$ cat config.mk
export PLATFORM = sky130hd
export DESIGN_NAME = instruction_fetch_unit
export DESIGN_NICKNAME = d
export VERILOG_FILES = /design/src/rtl/instruction_fetch_unit.sv
export SDC_FILE = /design/constraint.sdc
export NUM_CORES = 1
export LEC_CHECK = 0
export BUFFER_PORTS_ARGS = -buffer_cell sky130_fd_sc_hd__buf_2
export CORE_MARGIN = 1
export CORE_UTILIZATION = 40
export CTS_CLUSTER_DIAMETER = 200
export DETAILED_ROUTE_END_ITERATION = 7
export HOLD_SLACK_MARGIN = 0.03
export PLACE_DENSITY = 0.69
export SYNTH_ARGS = -nofsm -noshare
export SYNTH_HDL_FRONTEND = slang
export SYNTH_SLANG_ARGS = --single-unit
$ cat constraint.sdc
create_clock -name Clock -period 5 [get_ports Clock]
set_clock_uncertainty 0.15 [all_clocks]
set_input_delay 0.5 -clock Clock [delete_from_list [all_inputs] [get_ports Clock]]
set_output_delay 0.5 -clock Clock [all_outputs]
set_load 0.01 [all_outputs]
$ cat src/rtl/instruction_fetch_unit.sv
// Fetch stage: owns the PC, drives the combinational ROM address and registers the returned
// instruction (plus its address) for decode/execute. Handles stall, branch flush and halt.
module instruction_fetch_unit #(
  parameter int unsigned          ADDR_W   = 16,
  parameter int unsigned          INSTR_W  = 28,
  parameter logic [ADDR_W-1:0]    RESET_PC = '0
) (
  input  logic               Clock,
  input  logic               Reset,
  output logic [ADDR_W-1:0]  oRomAddress,
  input  logic [INSTR_W-1:0] iRomInstruction,
  input  logic               iStall,
  input  logic               iBranchTaken,
  input  logic [ADDR_W-1:0]  iBranchTarget,
  input  logic               iHalt,
  output logic [INSTR_W-1:0] oInstruction,
  output logic [ADDR_W-1:0]  oPC,
  output logic               oValid,
  output logic               oHalted
);

  typedef enum logic {StRun, StHalt} state_t;

  state_t               r_state;
  logic [ADDR_W-1:0]    r_pc;
  logic [INSTR_W-1:0]   r_instr;
  logic [ADDR_W-1:0]    r_instr_pc;
  logic                 r_valid;
  logic                 r_halted;
  logic                 w_branch;

  // A redirect only counts when the execute stage is acting on a live instruction.
  assign w_branch = iBranchTaken && r_valid;

  always_ff @(posedge Clock) begin
    if (Reset) begin
      r_state    <= StRun;
      r_pc       <= RESET_PC;
      r_instr    <= '0;
      r_instr_pc <= '0;
      r_valid    <= 1'b0;
      r_halted   <= 1'b0;
    end else begin
      unique case (r_state)
        StRun: begin
          if (iHalt) begin
            r_state  <= StHalt;
            r_valid  <= 1'b0;
            r_halted <= 1'b1;
          end else if (w_branch) begin
            // Flush the word fetched from the old PC; one bubble before the target issues.
            r_pc    <= iBranchTarget;
            r_instr <= '0;
            r_valid <= 1'b0;
          end else if (!iStall) begin
            r_instr    <= iRomInstruction;
            r_instr_pc <= r_pc;
            r_valid    <= 1'b1;
            r_pc       <= r_pc + 1'b1;
          end
        end
        StHalt: begin
          r_valid  <= 1'b0;
          r_halted <= 1'b1;
        end
        default: r_state <= StRun;
      endcase
    end
  end

  assign oRomAddress  = r_pc;
  assign oInstruction = r_instr;
  assign oPC          = r_instr_pc;
  assign oValid       = r_valid;
  assign oHalted      = r_halted;

endmodule

; Yosys cells after proc, flatten, opt, wreduce, memory -nomap -nowiden
; Index checks and enable logic that the tools add are counted.
[classes]
add_sub_neg = 1
eq_ne = 3
muxes = 12
bitwise_logic = 4
n_reduce_logical = 3
[ops]
columns = op, n
row1 = 2-to-1 mux 28 bit, 2
row2 = 2-to-1 mux 16 bit, 2
row3 = adder 16 x 1 -> 16 bit (second input constant), 1
row4 = 2-to-1 mux 1 bit, 6
row5 = inequality test 4 bit (second input constant), 1
row6 = NOT 1 bit, 4
row7 = one-hot mux 1 bit (2 select lines), 2
row8 = AND reduction 4 bit, 1
row9 = AND reduction 3 bit, 1
row10 = inequality test 2 x 1 -> 1 bit (second input constant), 1
row11 = inequality test 2 bit (second input constant), 1
row12 = logical AND 1 bit, 1
[totals]
regBits = 63
input_bits = 49
out_inout_bits = 62
word_cells = 29

; Logic depth before layout (Yosys ltp)
; Gate-level depths: netlist of the first run.
[logic_depth]
word_depth = 4
mapped_depth = 7
ltp_nobuf = 5

; Worst setup path after synthesis of the first run
; No wires, ideal clock.
[synth_path]
kind = input port to flip-flop
start = input iHalt
end = register r_instr_pc[10], in the netlist oPC[10]
setup_time_ps = 132
t_arrival_ps = 1580
t_required_ps = 4718
setup_slack_ps = 3138
path_stages = 6
n_path_buf = 2
path_cell_list = or2_2 or3_1 buf_2 buf_2 nand2_1 a21oi_1
[synth_between]
elab_chain_cells = 2
[synth_rtl]
columns = item, line_no
row1 = "start, declared", 15  ; input logic iHalt,
row2 = NOT 1 bit (no source line), --
row3 = AND reduction 4 bit (no source line), --
row4 = "end signal, assigned", 57  ; r_instr_pc <= r_pc;
row5 = "end, declared", 27  ; logic [ADDR_W-1:0] r_instr_pc;
; No other way between the ends.
; A chain may end at the register's enable or synchronous reset.

; Worst setup path after layout of the first run
[layout_path]
start = register r_valid, in the netlist oValid
end = register r_instr_pc[8], in the netlist oPC[8]
[layout_between]
elab_chain_cells = 3
[layout_rtl]
columns = item, line_no
row1 = "start, declared", 28  ; logic r_valid;
row2 = "start signal, assigned", 41  ; r_valid <= 1'b0;
row3 = "start signal, assigned", 48  ; r_valid <= 1'b0;
row4 = "start signal, assigned", 54  ; r_valid <= 1'b0;
row5 = logical AND 1 bit, 33  ; assign w_branch = iBranchTaken && r_valid;
row6 = NOT 1 bit (no source line), --
row7 = AND reduction 4 bit (no source line), --
; No other way between the ends.

==> impl_metrics.env, run 1 <==
export IMPL_cp_start_kind="flip-flop"
export IMPL_intPower_uw=740
export IMPL_p_sw_uw=262
export IMPL_synth_cell_type_count=38
export IMPL_layout_setup_ws_ps=2600
export IMPL_vdd_drop_max_mv=0.152
export IMPL_avgRoutedWirePerCell_um=14.4
export IMPL_fillers=636
export IMPL_grt_max_degree=45
export IMPL_avgSynthCellArea_sq_um=8.27
export IMPL_min_to="oInstruction[5]$_SDFFE_PP0P_"
export IMPL_synth_compound_area_frac=0.218
export IMPL_io_pins=111
export IMPL_run_status="finished, final reports clean"
export IMPL_p_per_area_nw_per_um2=301
export IMPL_synth_top_family_by_area="simple AND/OR/NAND/NOR gates"
export IMPL_tightest_slew_ps=836
export IMPL_fin_setup_tns_ps=0
export IMPL_slew_headroom=0.442
export IMPL_area_delta_synth_final_pct=27.2
export IMPL_cts_resized=0
export IMPL_synth_edf_count=0
export IMPL_r2r_start="oValid$_SDFFE_PP0P_"
export IMPL_drive_gt1_frac=0.309
export IMPL_r2r_end="oPC[8]$_SDFFE_PP0P_"
export IMPL_switching_share=0.261
export IMPL_cts_tree="built"
export IMPL_path_max_fanout=23
export IMPL_hpwlAfterDp_mm=4.80
export IMPL_utilization=0.525
export IMPL_cts_root_buf="clkbuf_8"
export IMPL_num_vias=2706
export IMPL_htreeDepth=3
export IMPL_netlist_area_leader_share=0.481
export IMPL_drtIter0Drc=209
export IMPL_fin_crit_sh=0.479
export IMPL_yosysWarnings=0
export IMPL_power_frac_seq=0.530
export IMPL_clkLatencyLatePin_ps=330
export IMPL_synthAdderAreaFrac=0.00478
export IMPL_ys_flop_type="dfxtp_1"
export IMPL_finalCriticalPeriod_ps=2400
export IMPL_fin_nets=466
export IMPL_hold_class="in2reg"
export IMPL_synth_area_sq_um=2620
export IMPL_track_usage=0.207
export IMPL_first_global_vias=2417
export IMPL_power_frac_clock=0.363
export IMPL_std_cell_rows=29
export IMPL_required_ps=5100
export IMPL_synth_area_leaders="dfxtp_1 (48%), a22oi_1 (8.9%), nand2_1 (6.2%), a21oi_1 (5.9%), nor2_1 (5.7%)"
export IMPL_drtPass1Iterations=4
export IMPL_drv_slew=0
export IMPL_setup_viol=0
export IMPL_synth_yosys_seq_area_share=0.481
export IMPL_synth_cells=317
export IMPL_antenna_found_initial=0
export IMPL_yosysMostFrequentCell="dfxtp_1"
export IMPL_syn_num_nets=367
export IMPL_r2r_slack_ps=2600
export IMPL_synthArstFlopShare=0
export IMPL_synthSimpleGateAreaFrac=0.243
export IMPL_n_antenna_cell=0
export IMPL_critPathArrivalTime_ps=2500
export IMPL_portBuffers=110
export IMPL_gp_congestion=0.772
export IMPL_routed_wl_mm=7.16
export IMPL_post_cts_setup_buffer_count=0
export IMPL_hold_viol=0
export IMPL_whs_path_depth=3
export IMPL_drc=0
export IMPL_numCtsBuffers=9
export IMPL_die_h_um=82.9
export IMPL_pwr_share_comb=0.107
export IMPL_holdBufCountCts=0
export IMPL_die_area_sq_um=6880
export IMPL_yosys_area_share_xor_xnor=0
export IMPL_leakage_uw=0.00144
export IMPL_place_ws_ps=2460
export IMPL_end_kind="flip-flop"
export IMPL_fmax_ghz=0.417
export IMPL_vias_per_cell=5.43
export IMPL_min_from="iRomInstruction[5]"
export IMPL_clock_sinks=63
export IMPL_ant_nets=0
export IMPL_die_w_um=82.9
export IMPL_clkTransAtPathRegs_ps=70
export IMPL_synth_mux_area_frac=0.00764
export IMPL_reg2reg_depth=4
export IMPL_netlist_top_cells_count="dfxtp_1 (63), nand2_1 (43), nor2_1 (40)"
export IMPL_grt_pass1_wl_mm=11.5
export IMPL_max_cap_viol_count=0
export IMPL_initial_utilization=0.413
export IMPL_ys_ff_latch=63
export IMPL_path_class="reg2reg"
export IMPL_grt_overflow=0
export IMPL_rsz0062_at_grt="false"
export IMPL_coreArea_sq_um=6350
export IMPL_synth_top_cell_by_area="dfxtp_1"
export IMPL_clockBufferDepth=2
==> per-stage QoR <==
step	instances	total power [uW]	hold slack, ps	instance area [sq um]
after floorplan	317	603	324	2620
after global placement	482	648	291	3180
after detailed placement	482	650	296	3180
after CTS	498	1010	254	3330
after global routing	498	1050	263	3330
final	498	1000	267	3330
==> power groups by stage <==
stage                     registers (uW)  logic [uW]  clock network [uW]
after floorplan                      547        55.4                   0
after global placement               542         106                   0
after detailed placement             542         108                   0
after CTS                            531         108                 375
after global routing                 533         119                 399
final                                531         107                 364
==> kinds of logic (layout without fill, tap and decap cells) <==
logic type      count (synthesis)  after routing
fa+ha+maj                       1              1
compound gates                 89             89
simple gates                  136            136
mux                             2              2
buf+inv                        26            130
flops                          63             63
==> how the worst max path moves through the flow <==
stage / startpoint / to / depth (start not counted)
CTS: oValid$_SDFFE_PP0P_ / oPC[8]$_SDFFE_PP0P_ / 4
global route: oValid$_SDFFE_PP0P_ / oPC[13]$_SDFFE_PP0P_ / 4
detailed placement: iBranchTaken / oRomAddress[8]$_SDFFE_PP0P_ / 6
global placement: iBranchTaken / oRomAddress[8]$_SDFFE_PP0P_ / 6
floorplan: iHalt / oPC[10]$_SDFFE_PP0P_ / 6
finish: oValid$_SDFFE_PP0P_ / oPC[8]$_SDFFE_PP0P_ / 4
==> cell usage in the layout, fill, tap and decap left out, types with 3 or more instances in the layout <==
| cell | synthesis | routed |
|---|---|---|
| clkbuf_8 | 0 | 9 |
| and3_1 | 5 | 5 |
| clkinv_2 | 0 | 3 |
| nand4_1 | 7 | 7 |
| buf_4 | 0 | 3 |
| o31ai_1 | 3 | 3 |
| dfxtp_1 | 63 | 63 |
| nor2_1 | 40 | 40 |
| nand2_1 | 43 | 43 |
| nor4_1 | 3 | 3 |
| nand3_1 | 13 | 13 |
| or3_1 | 3 | 3 |
| buf_2 | 15 | 110 |
| a21oi_1 | 31 | 31 |
| nor3_1 | 9 | 9 |
| a22oi_1 | 31 | 31 |
| o21ai_0 | 9 | 9 |
| a31oi_1 | 4 | 4 |
| clkbuf_1 | 9 | 3 |
==> routing by layer <==
metal	up-vias	share of wire	GRT usage
met5	-	0	0
met4	0	0.0088	0.0893
met3	6	0.088	0.0616
met2	121	0.46	0.323
met1	1233	0.44	0.267
li1	1346	-	-
==> state kept, by name, summed over array words and instances (netlist names) <==
signal / count
oValid: 1
oRomAddress: 16
oInstruction: 28
r_state: 1
oHalted: 1
oPC: 16
==> critical path, cell delays in order, from the launching register on <==
cell	delay [ps]
dfxtp_1	540
and2_1	740
or3_1	590
nand2_1	110
a21oi_1	170
==> cell type report <==
class / instances / area [sq um] / area share
sequential: 63 / 1260 / 0.378
timing repair buffer: 113 / 573 / 0.172
clock buffer: 12 / 135 / 0.0405
inverter: 1 / 3.75 / 0.00113
clock inverter: 4 / 22.5 / 0.00676
tap: 77 / 96.3 / 0.0289
multi-input combinational: 228 / 1240 / 0.372
No activity file was read; power rests on OpenSTA's default activity.
==> run 2, diff against run 1 <==
==> constraint.sdc (replaced) <==
create_clock -name Clock -period 2.47 [get_ports Clock]
set_clock_uncertainty 0.15 [all_clocks]
set_input_delay 0.247 -clock Clock [delete_from_list [all_inputs] [get_ports Clock]]
set_output_delay 0.247 -clock Clock [all_outputs]
set_load 0.01 [all_outputs]
==> run 2 against run 1 <==
- via count increased by 3.5%
- critical endpoint is now oRomAddress[12]$_SDFFE_PP0P_
- clock-buffer cell count unchanged
- power grew 130%
- hold slack got worse by 220 ps
- fmax rose by 25%
- sequential cell count did not move
- final cell count increased by 6.6%
- sequential power rose by 100%
- critical path depth is 1 higher
- largest power group unchanged
- setup slack got worse by 2100 ps
- wire length up 5.6%
- critical path type unchanged
==> impl_metrics.env, run 2 (synthesis gave the netlist of run 1 again) <==
export IMPL_run_status="finished, final reports clean"
export IMPL_clkLatencyLatePin_ps=330
export IMPL_route_met2_wl_mm=3.51
export IMPL_routed_wl_mm=7.56
export IMPL_largest_register_ff_count=28
export IMPL_num_vias=2801
export IMPL_grt_overflow=0
export IMPL_critPathArrivalTime_ps=2020
export IMPL_die_h_um=82.9
export IMPL_routed_wl_met3_um=634
export IMPL_hpwlAfterDp_mm=4.99
export IMPL_finalHoldWorstSlack_ps=51.8
export IMPL_fin_crit_sh=0.778
export IMPL_std_cell_rows=29
export IMPL_r2r_start="oRomAddress[1]$_SDFFE_PP0P_"
export IMPL_finalCriticalPeriod_ps=1920
export IMPL_path_class="reg2reg"
export IMPL_wl_met1_mm=3.37
export IMPL_antenna_found_initial=0
export IMPL_routed_top_layer="met4"
export IMPL_grt_max_degree=44
export IMPL_fin_setup_tns_ps=0
export IMPL_initial_utilization=0.413
export IMPL_path_max_fanout=7
export IMPL_hold_viol=0
export IMPL_drive_gt1_frac=0.300
export IMPL_utilization=0.585
export IMPL_vdd_drop_max_mv=0.534
export IMPL_coreArea_sq_um=6350
export IMPL_io_pins=111
export IMPL_drc=0
export IMPL_drtIter0Drc=148
export IMPL_final_cell_mix="buf_2 (110), dfxtp_1 (63), nand2_1 (43), nor2_1 (40)"
export IMPL_min_to="oInstruction[16]$_SDFFE_PP0P_"
export IMPL_rsz0062_at_grt="false"
export IMPL_cp_slowest_cell="dfxtp_1"
export IMPL_layout_setup_ws_ps=549
export IMPL_n_antenna_cell=0
export IMPL_reg2reg_depth=5
export IMPL_cpPeakStageDelay_ps=450
export IMPL_numCtsBuffers=9
export IMPL_required_ps=2570
export IMPL_r2r_slack_ps=550
export IMPL_drtPass1Iterations=4
export IMPL_track_usage=0.223
export IMPL_area_delta_synth_final_pct=41.7
export IMPL_setup_viol=0
export IMPL_avgRoutedWirePerCell_um=14.2
export IMPL_max_cap_viol_count=0
export IMPL_portBuffers=110
export IMPL_cp_start_kind="flip-flop"
export IMPL_path_cells="ha_1, and3_1, nand4_1, or4_1, a31oi_1"
export IMPL_drv_slew=0
export IMPL_die_area_sq_um=6880
export IMPL_r2r_end="oRomAddress[12]$_SDFFE_PP0P_"
export IMPL_die_w_um=82.9
export IMPL_whs_path_depth=3
export IMPL_clkTransAtPathRegs_ps=70
export IMPL_ant_nets=0
export IMPL_vias_per_cell=5.27
export IMPL_fmax_ghz=0.521
export IMPL_tightest_slew_ps=564
export IMPL_hold_class="in2reg"
export IMPL_worst_path_stages=5
export IMPL_first_global_vias=2714
export IMPL_gp_congestion=0.826
export IMPL_clockBufferDepth=2
export IMPL_p_per_area_nw_per_um2=620
export IMPL_clock_sinks=63
export IMPL_path_delay_family="simple AND/OR/NAND/NOR gates"
export IMPL_htreeDepth=3
export IMPL_path_buf_inv=0
export IMPL_grt_pass1_wl_mm=12.5
export IMPL_fin_nets=500
export IMPL_leakage_uw=0.00162
export IMPL_fillers=569
export IMPL_place_ws_ps=516
export IMPL_cts_tree="built"
export IMPL_min_from="iRomInstruction[16]"
export IMPL_end_kind="flip-flop"
export IMPL_final_common_cell="buf_2"
export IMPL_slew_headroom=0.624
export IMPL_cts_root_buf="clkbuf_8"
[run 2: cell count changes in the layout (fill, tap and decap cells not counted)]
| cell | previous run | this run |
|---|---|---|
| buf_4 | 3 | 9 |
| dlygate4sd3_1 | 0 | 28 |
| clkbuf_1 | 3 | 2 |
| bufinv_16 | 0 | 2 |
| clkinv_2 | 3 | 0 |
| clkbuf_8 | 9 | 10 |
[run 2: timing repair]
item | in CTS | in global routing
gates resized for setup | 0 | 0
setup buffers | 0 | 0
hold buffers | 28 | 0
hold endpoints to repair | 28 | 0
[run 2: area by class of cell]
class | instances | area, sq um | share of cell area
Tap cell | 77 | 96.3 | 0.0259
Inverter | 1 | 3.75 | 0.00101
Multi-Input combinational cell | 228 | 1240 | 0.334
Clock buffer | 12 | 145 | 0.0391
Clock inverter | 3 | 67.6 | 0.0182
Sequential cell | 63 | 1260 | 0.340
Timing Repair Buffer | 147 | 898 | 0.242
[run 2: power breakdown]
part,internal (uW),leakage (uW),total (uW),switching [uW]
combinational,125,0.00100,262,137
clock,591,0.000103,966,375
sequential,1050,0.000511,1080,26.9
[run 2: metrics by stage]
| stage | area (sq um) | total power [uW] | instances |
|---|---|---|---|
| 3_5_place_dp | 3220 | 1320 | 488 |
| 4_1_cts | 3710 | 2330 | 531 |
| 2_1_floorplan | 2620 | 1220 | 317 |
| 5_1_grt | 3710 | 2410 | 531 |
| 3_3_place_gp | 3220 | 1320 | 488 |
| 6_report | 3710 | 2300 | 531 |
[run 2: metal layers]
layer,vias up,global-route usage
met5,-,0
met4,0,0.0549
met3,6,0.0885
met2,110,0.367
met1,1277,0.273
li1,1408,-
[run 2: worst reg2reg max path, cell delays in order, from the launching register on]
cell and delay (ps):
dfxtp_1 450, ha_1 240, and3_1 270, nand4_1 140
or4_1 420, a31oi_1 170
[run 2: worst max path at each step]
stage	from	to	slack, ps
CTS	oRomAddress[0]$_SDFFE_PP0P_	oRomAddress[12]$_SDFFE_PP0P_	570
global route	oRomAddress[0]$_SDFFE_PP0P_	oRomAddress[12]$_SDFFE_PP0P_	410
detailed placement	iHalt	oPC[12]$_SDFFE_PP0P_	520
global placement	iHalt	oPC[4]$_SDFFE_PP0P_	540
floorplan	oRomAddress[0]$_SDFFE_PP0P_	oRomAddress[12]$_SDFFE_PP0P_	690
finish	oRomAddress[1]$_SDFFE_PP0P_	oRomAddress[12]$_SDFFE_PP0P_	550
==> run 3, diff against run 2 <==
--- a/config.mk
+++ b/config.mk
@@ -5,13 +5,14 @@
 export SDC_FILE = /design/constraint.sdc
 export NUM_CORES = 1
 export LEC_CHECK = 0
+export ABC_AREA = 1
 export BUFFER_PORTS_ARGS = -buffer_cell sky130_fd_sc_hd__buf_2
 export CORE_MARGIN = 1
 export CORE_UTILIZATION = 40
 export CTS_CLUSTER_DIAMETER = 200
 export DETAILED_ROUTE_END_ITERATION = 7
 export HOLD_SLACK_MARGIN = 0.03
-export PLACE_DENSITY = 0.69
+export PLACE_DENSITY = 0.68
 export SYNTH_ARGS = -nofsm -noshare
 export SYNTH_HDL_FRONTEND = slang
 export SYNTH_SLANG_ARGS = --single-unit
==> constraint.sdc (replaced) <==
create_clock -name Clock -period 1.99 [get_ports Clock]
set_clock_uncertainty 0.15 [all_clocks]
set_input_delay 0.199 -clock Clock [delete_from_list [all_inputs] [get_ports Clock]]
set_output_delay 0.199 -clock Clock [all_outputs]
set_load 0.01 [all_outputs]
==> run 3 against run 2 <==
- the flow now finishes with violations (design-rule violations)
- critical path depth up 3
- clock-buffer cell count is the same
- final cell count rose by 14%
- power grew 20%
- non-clock buffer count rose by 1
- hold slack improved by 32 ps
- largest cell class unchanged
==> impl_metrics.env, run 3 <==
export IMPL_run_status="finished, violations left"
export IMPL_violations="design-rule violations"
export IMPL_fin_nets=571
export IMPL_critPathArrivalTime_ps=1890
export IMPL_ant_nets=0
export IMPL_track_usage=0.216
export IMPL_synth_cells=382
export IMPL_antenna_found_initial=0
export IMPL_n_antenna_cell=0
export IMPL_finalCriticalPeriod_ps=1780
export IMPL_path_buf_inv=4
export IMPL_initial_utilization=0.417
export IMPL_tightest_slew_ps=582
export IMPL_hold_class="in2reg"
export IMPL_drc=12
export IMPL_netlist_area_leader_share=0.471
export IMPL_fin_area_sq_um=3790
export IMPL_avgSynthCellArea_sq_um=7.02
export IMPL_largest_register_ff_count=28
export IMPL_area_delta_synth_final_pct=41.4
export IMPL_fmax_ghz=0.562
export IMPL_die_w_um=83.9
export IMPL_clock_sinks=63
export IMPL_required_ps=2100
export IMPL_synth_area_leaders="dfxtp_1 (47%), nand2_1 (16%), a21oi_1 (10%), o21ai_0 (6.3%), nor2_1 (5.5%)"
export IMPL_num_vias=2925
export IMPL_path_delay_family="buffers and inverters"
export IMPL_cp_slowest_cell="dlygate4sd3_1"
export IMPL_yosysWarnings=0
export IMPL_synthArstFlopShare=0
export IMPL_drtIter0Drc=136
export IMPL_synth_yosys_seq_area_share=0.471
export IMPL_gp_congestion=0.802
export IMPL_p_per_area_nw_per_um2=728
export IMPL_synth_area_sq_um=2680
export IMPL_grt_max_degree=44
export IMPL_drv_slew=0
export IMPL_synth_edf_count=0
export IMPL_rsz0062_at_grt="false"
export IMPL_final_cell_mix="nand2_1 (116), buf_2 (110), dfxtp_1 (63), a21oi_1 (54), nor2_1 (39)"
export IMPL_clockBufferDepth=2
export IMPL_vias_per_cell=4.85
export IMPL_drtPass1Iterations=7
export IMPL_cp_start_kind="input pin"
export IMPL_post_cts_setup_buffer_count=0
export IMPL_std_cell_rows=29
export IMPL_syn_num_nets=432
export IMPL_leakage_uw=0.00174
export IMPL_fin_crit_sh=0.894
export IMPL_end_kind="flip-flop"
export IMPL_place_ws_ps=367
export IMPL_io_pins=111
export IMPL_vdd_drop_max_mv=0.471
export IMPL_final_common_cell="nand2_1"
export IMPL_max_cap_viol_count=0
export IMPL_synth_top_cell_by_area="dfxtp_1"
export IMPL_drive_gt1_frac=0.264
export IMPL_grt_pass1_wl_mm=12.1
export IMPL_yosysMostFrequentCell="nand2_1"
export IMPL_p_total_uw=2760
export IMPL_die_area_sq_um=7030
export IMPL_first_global_vias=2655
export IMPL_hpwlAfterDp_mm=4.96
export IMPL_routed_wl_mm=7.45
export IMPL_netlist_top_cells_count="nand2_1 (116), dfxtp_1 (63), a21oi_1 (54)"
export IMPL_placed_area_sq_um=3290
export IMPL_coreArea_sq_um=6420
export IMPL_avgRoutedWirePerCell_um=12.4
export IMPL_clkTransAtPathRegs_ps=60
export IMPL_cpPeakStageDelay_ps=530
export IMPL_fin_setup_tns_ps=0
export IMPL_layout_setup_ws_ps=210
export IMPL_path_max_fanout=15
export IMPL_cts_root_buf="clkbuf_8"
export IMPL_clkLatencyLatePin_ps=340
export IMPL_ys_ff_latch=63
export IMPL_ys_flop_type="dfxtp_1"
export IMPL_cts_tree="built"
export IMPL_setup_viol=0
export IMPL_path_class="in2reg"
export IMPL_grt_overflow=0
export IMPL_htreeDepth=3
export IMPL_numCtsBuffers=9
export IMPL_synth_cell_type_count=23
export IMPL_die_h_um=83.9
export IMPL_portBuffers=110
export IMPL_slew_headroom=0.612
export IMPL_path_cells="dlygate4sd3_1, buf_2, nor2_4, nand3_2, inv_2, buf_4, nand2_1, a21oi_1"
export IMPL_hold_viol=0
-- run 3: changes by cell type in the layout (fill, tap and decap cells not counted), moves of 4 or more --
cell	before	now
nand4_1	7	2
a21oi_1	31	54
o21ai_0	9	34
nand2_1	43	116
nand3_1	13	17
a22oi_1	31	0
inv_1	1	21
and3_1	5	0
nor3_1	9	0
-- run 3: metrics by stage --
stage	hold slack, ps	std cells	utilization
5_1_grt	108	603	0.590
2_1_floorplan	127	382	-
4_1_cts	72.4	603	0.590
3_3_place_gp	274	556	0.512
6_report	83.8	603	0.590
3_5_place_dp	271	556	0.512
-- run 3: layout make-up --
class	instances	area [sq um]
Sequential cell	63	1260
Clock inverter	4	45.0
Multi-Input combinational cell	275	1230
Clock buffer	12	145
Fill cell	623	2630
Inverter	24	90.1
Tap cell	77	96.3
Timing Repair Buffer	148	926
-- run 3: per-layer routing --
layer	share of wire	global-route usage	up-vias	routed length [um]
li1	-	-	1510	-
met1	0.44	0.266	1312	3270
met2	0.48	0.361	91	3590
met3	0.058	0.0564	12	432
met4	0.020	0.0831	0	151
met5	0	0	-	0
-- run 3: logic make-up after synthesis --
kind of cell    after synthesis  share of synthesized area
simple gates                179                      0.268
fa+ha+maj                     1                    0.00467
flops                        63                      0.471
buf+inv                      44                     0.0719
compound gates               95                      0.184
-- run 3: tightest hold or removal path: stages --
cell and delay, ps:
buf_2 100, nand2_1 50, o21ai_0 70, nand2_1 60
a21oi_1 50
-- run 3: what timing repair did --
item / CTS / global route
hold buffers: 31 / 0
gates resized for setup: 0 / 0
endpoints found under the hold margin: 32 / 0
-- run 3: path summary, 6_finish.rpt --
kind	slack, ps	to	depth (start not counted)	startpoint
min	80	oRomAddress[4]$_SDFFE_PP0P_	5	iBranchTarget[4]
min reg2reg	300	oInstruction[0]$_SDFFE_PP0P_	2	oInstruction[0]$_SDFFE_PP0P_
max reg2reg	350	oRomAddress[10]$_SDFFE_PP0P_	8	oRomAddress[1]$_SDFFE_PP0P_
max	210	oInstruction[24]$_SDFFE_PP0P_	8	iHalt
-- run 3: where the power goes --
group          switching (uW)  internal (uW)  leakage, uW
clock                     472            607     0.000100
sequential               32.0           1310     0.000513
combinational             174            159      0.00113
total                     679           2080      0.00174
